==> config.mk <==
export PLATFORM = sky130hd
export DESIGN_NAME = sdram_port_arb
export DESIGN_NICKNAME = d
export VERILOG_FILES = /design/src/rtl/sdram_port_arb.sv
export SDC_FILE = /design/constraint.sdc
export NUM_CORES = 1
export LEC_CHECK = 0
export BUFFER_PORTS_ARGS = -buffer_cell sky130_fd_sc_hd__buf_2
export CAP_MARGIN = 20
export CORE_MARGIN = 2
export CORE_UTILIZATION = 37
export DETAILED_ROUTE_END_ITERATION = 8
export MAX_ROUTING_LAYER = met4
export PLACE_DENSITY_LB_ADDON = 0.3
export REMOVE_ABC_BUFFERS = 1
export SLEW_MARGIN = 20
export SYNTH_ARGS = -nofsm -noshare
export SYNTH_HDL_FRONTEND = slang
export SYNTH_SLANG_ARGS = --single-unit
==> constraint.sdc <==
create_clock -name clk -period 2.9 [get_ports clk]
set_clock_uncertainty 0.2 [all_clocks]
set_input_delay 0.435 -clock clk [delete_from_list [all_inputs] [get_ports clk]]
set_output_delay 0.435 -clock clk [all_outputs]
set_load 0.005 [all_outputs]
==> src/rtl/sdram_port_arb.sv <==
// sdram_port_arb: shares one toggle-handshake SDRAM controller port between
// three requesters (download writer, hiscore/NVRAM engine, CPU work-RAM).
// Round-robin arbitration with optional strict priority for requester 0,
// one outstanding transaction, latched command fields and a sticky watchdog.
module sdram_port_arb #(
    parameter int AW      = 23,
    parameter int PRIO0   = 0,
    parameter int TIMEOUT = 1023
) (
    input  logic          clk,
    input  logic          reset_n,
    input  logic          r0_req,
    input  logic          r0_we,
    input  logic [AW-1:0] r0_a,
    input  logic [1:0]    r0_ds,
    input  logic [15:0]   r0_d,
    output logic          r0_ack,
    input  logic          r1_req,
    input  logic          r1_we,
    input  logic [AW-1:0] r1_a,
    input  logic [1:0]    r1_ds,
    input  logic [15:0]   r1_d,
    output logic          r1_ack,
    input  logic          r2_req,
    input  logic          r2_we,
    input  logic [AW-1:0] r2_a,
    input  logic [1:0]    r2_ds,
    input  logic [15:0]   r2_d,
    output logic          r2_ack,
    output logic [15:0]   q,
    output logic          port_req,
    input  logic          port_ack,
    output logic          port_we,
    output logic [AW-1:0] port_a,
    output logic [1:0]    port_ds,
    output logic [15:0]   port_d,
    input  logic [15:0]   port_q,
    output logic          busy,
    output logic [1:0]    grant,
    output logic          err
);

    localparam int WDW = (TIMEOUT < 2) ? 1 : $clog2(TIMEOUT + 1);
    localparam logic [WDW-1:0] WD_MAX = WDW'(TIMEOUT);

    typedef enum logic [1:0] {IDLE, WAIT, DONE} state_t;

    state_t          state_q;
    logic [2:0]      ack_q;
    logic [1:0]      grant_q;
    logic            err_q;
    logic [WDW-1:0]  wd_q;
    logic [WDW-1:0]  wdInc_d;
    logic [15:0]     rdata_q;
    logic            preq_q;
    logic            we_q;
    logic [AW-1:0]   a_q;
    logic [1:0]      ds_q;
    logic [15:0]     d_q;

    logic [2:0]      reqVec;
    logic [1:0]      c0, c1, c2;
    logic [1:0]      win_d;
    logic            winValid_d;
    logic            selWe_d;
    logic [AW-1:0]   selA_d;
    logic [1:0]      selDs_d;
    logic [15:0]     selD_d;

    assign reqVec = {r2_req, r1_req, r0_req};

    // Winner: requester 0 first when prioritised, else first pending after the last grant.
    always_comb begin
        c0 = 2'd0;
        c1 = 2'd1;
        c2 = 2'd2;
        case (grant_q)
            2'd0:    begin c0 = 2'd1; c1 = 2'd2; c2 = 2'd0; end
            2'd1:    begin c0 = 2'd2; c1 = 2'd0; c2 = 2'd1; end
            default: begin c0 = 2'd0; c1 = 2'd1; c2 = 2'd2; end
        endcase
        winValid_d = |reqVec;
        if ((PRIO0 != 0) && r0_req) begin
            win_d = 2'd0;
        end else if (reqVec[c0]) begin
            win_d = c0;
        end else if (reqVec[c1]) begin
            win_d = c1;
        end else begin
            win_d = c2;
        end
    end

    // Command fields of the winning requester, ready to be latched on the grant edge.
    always_comb begin
        selWe_d = r2_we;
        selA_d  = r2_a;
        selDs_d = r2_ds;
        selD_d  = r2_d;
        case (win_d)
            2'd0:    begin selWe_d = r0_we; selA_d = r0_a; selDs_d = r0_ds; selD_d = r0_d; end
            2'd1:    begin selWe_d = r1_we; selA_d = r1_a; selDs_d = r1_ds; selD_d = r1_d; end
            default: begin selWe_d = r2_we; selA_d = r2_a; selDs_d = r2_ds; selD_d = r2_d; end
        endcase
    end

    assign wdInc_d = (wd_q == WD_MAX) ? wd_q : wd_q + 1'b1;

    // Arbitration FSM: grant in IDLE, wait for the toggle ack, one DONE cycle to let req drop.
    always_ff @(posedge clk) begin
        if (!reset_n) begin
            state_q <= IDLE;
            preq_q  <= port_ack;
            ack_q   <= '0;
            grant_q <= 2'd2;
            err_q   <= 1'b0;
            wd_q    <= '0;
            rdata_q <= '0;
            we_q    <= 1'b0;
            a_q     <= '0;
            ds_q    <= '0;
            d_q     <= '0;
        end else begin
            case (state_q)
                IDLE: begin
                    if (winValid_d) begin
                        we_q    <= selWe_d;
                        a_q     <= selA_d;
                        ds_q    <= selDs_d;
                        d_q     <= selD_d;
                        grant_q <= win_d;
                        preq_q  <= ~preq_q;
                        wd_q    <= '0;
                        state_q <= WAIT;
                    end
                end
                WAIT: begin
                    if (port_ack == preq_q) begin
                        if (!we_q) begin
                            rdata_q <= port_q;
                        end
                        ack_q[grant_q] <= 1'b1;
                        state_q        <= DONE;
                    end else begin
                        wd_q <= wdInc_d;
                        if (wdInc_d == WD_MAX) begin
                            err_q <= 1'b1;
                        end
                    end
                end
                DONE: begin
                    ack_q   <= '0;
                    state_q <= IDLE;
                end
                default: begin
                    state_q <= IDLE;
                end
            endcase
        end
    end

    assign r0_ack   = ack_q[0];
    assign r1_ack   = ack_q[1];
    assign r2_ack   = ack_q[2];
    assign q        = rdata_q;
    assign port_req = preq_q;
    assign port_we  = we_q;
    assign port_a   = a_q;
    assign port_ds  = ds_q;
    assign port_d   = d_q;
    assign busy     = (state_q != IDLE);
    assign grant    = grant_q;
    assign err      = err_q;

endmodule

==> results.md <==
- Post-CTS setup repair buffer count: 0
- Hpwl dp: 9020 um
- Die Y: 106 um
- RSZ-0062 raised after global routing: false
- Worst hold-check path type: input pin to register
- CTS Buf Count: 9
- Simple-Gate Fraction of Synth Area: 18.4%
- Routed Antenna Nets: 0
- Area contributors post-synth: dfxtp_1, a221oi_2, a21oi_1
- Ports: 214
- Pin count of the biggest net entering global routing: 44
- Max rail drop VDD: 0.000288 V
- CP arrival: 2.28 ns
- Top_reg_cell synth: dfxtp_1
- Core region area: 10200 sq um
- Initial Util: 37.5%
- Synthesized area: 3820 sq um
- # clock sinks: 77
- Number of global-route vias before repair: 4065
- Pwr Total: 3.00 mW
- Complex-gate fraction of the synthesized area: 30.4%
- CTS tree: yes
- Mux contribution to synthesized area: 4.97%
- RD Place Congestion: 0.875
- Final setup TNS: 0 ns
- Syn Area/Cell: 8.79 sq um
- Vias per Instance: 5.39
- Num rows: 37
- Mapped Cells: 435
- H-tree levels: 3
- GRT Resource Usage Total: 22.4%
- Clk_lat worst skew: 0.34 ns
- Port buffer count: 213
- Nets: 780
- Run status: finished, final reports clean
- Most common library cells after synthesis: dfxtp_1, nand2_1, a21oi_1, o21ai_0, nor2_1
- DRT iter0 DRCs: 157
- DR pass1 iterations: 5
- Critical Path RT: 2.99 ns
- Yosys top cell by area: dfxtp_1
- Rel. slew slack: 47.4%
- Post-synthesis register bit count: 77
- MaxCap Viol Count: 0
- Post-Synth Adder-Cell Area: 0.327%
- Period utilisation layout: 75.4%
- Count of final hold-check violations: 0
- Remaining Overflow, GRT: 0
- Share of post-route cells with drive strength above 1: 43.1%
- Post-synthesis cell type count: 52
- Post-Synth XOR/XNOR Area: 0.229%
- CP startpoint kind: register
- Crit path kind: register to register
- PostCTS Resize Cnt: 0
- Pwr dens: 582 nW/um^2
- Die W: 106 um
- Asr flop ratio synth: 0%
- Clock tree buffer depth: 2
- Synth top area share: 39.8%
- Seq/Total Area, Yosys: 40.6%
- Count of final setup violators: 0
- Max-slew violation count: 0
- Drt total wl: 12300 um
- First-pass GRT wire length: 19500 um
- CTS Root Cell: clkbuf_8
- Actual slew at the worst max-slew pin: 0.788 ns
- Worst-path fanout max: 8
- Post-synth EDFFs: 1
- Largest family of logic cells by synthesized area: compound AO/OA/AOI/OAI gates
- Crit path time final: 2.19 ns
- Drc violations: 0
- F_max: 0.457 GHz
- Initial antenna violation count: 0
- Via Count: 4158
- Count leader, synth: dfxtp_1
- Die Area: 11200 sq um
- Post-CTS Hold Buffers: 0
- Avg WL per Cell: 15.9 um
- CP Capture Type: register
- Diodes inserted: 0
- Clock Pin Slew Worst Setup and Hold Paths: 0.08 ns
- Area growth from synthesis to layout: 34.8%
- Static leakage: 2.31 nW
- Synthesis Warnings: 0
-- flip-flops by register name (all words and copies together) (netlist names) --
| signal | flops |
|---|---|
| port_a | 23 |
| port_d | 16 |
| q | 16 |
| wd_q | 10 |
| ack_q | 3 |
| grant | 2 |
| port_ds | 2 |
| state_q | 2 |
| err | 1 |
| port_req | 1 |
| port_we | 1 |
-- critical path, cell delays in order, from the launching register on --
cell and delay (ns):
dfxtp_1 0.46, ha_1 0.33, nand3_1 0.21, nor3_4 0.27, a221oi_2 0.09, nor4_1 0.36, a32o_1 0.21
-- worst paths after layout --
check | startpoint | to | slack, ns | cells after the start
setup / recovery | wd_q[0]$_SDFFE_PN0P_ | err$_SDFFE_PN0P_ | 0.71 | 6
hold / removal | port_q[14] | q[14]$_SDFFE_PN0P_ | 0.12 | 3
setup reg to reg | wd_q[0]$_SDFFE_PN0P_ | err$_SDFFE_PN0P_ | 0.71 | 6
hold reg to reg | ack_q[1]$_SDFFE_PN0P_ | ack_q[1]$_SDFFE_PN0P_ | 0.27 | 2
-- metal layers --
metal	up-vias	wire, um	global-route usage (%)
met4	0	269	9.21
met3	19	738	3.71
li1	2001	-	-
met5	-	0	-
met2	171	6130	37.7
met1	1967	5160	26.6
-- power by group --
part	switching [mW]	leakage, nW	total (mW)	internal, mW
sequential	0.0799	0.636	1.27	1.19
clock	0.392	0.106	0.860	0.468
combinational	0.487	1.57	0.870	0.383
-- cell type report --
type                       count  area (sq um)
clock inverter                 3          42.5
timing repair buffer         220          1130
fill                         998          5030
sequential                    77          1550
multi-input combinational    320          2080
inverter                       3          11.3
tap                          136           170
clock buffer                  13           169
-- kinds of logic after synthesis --
family	after synthesis
mux	19
compound gates	160
xor+xnor	1
simple gates	139
flops	77
fa+ha+maj	1
buf+inv	38
-- stage by stage --
step	setup WS [ns]	hold slack (ns)	util [%]	area (sq um)	cells
after floorplan	0.276	0.260	-	3640	400
after global placement	0.705	0.254	48.5	4940	756
after detailed placement	0.677	0.258	48.5	4940	756
after CTS	0.748	0.0993	50.6	5150	772
after global routing	0.555	0.114	50.6	5150	772
final	0.712	0.119	50.6	5150	772
-- cell usage in the layout (no fill, tap or decap), drive strengths merged, types with 4 or more instances in the layout --
cell	n
nor3	6
clkbuf	13
a211oi	4
buf	220
mux2i	19
nand3	6
a221oi	31
a31oi	14
dfxtp	76
o21ai	48
a21oi	52
nand3b	14
nor2	39
nand2	53
Power figures use the tool's default switching activity.
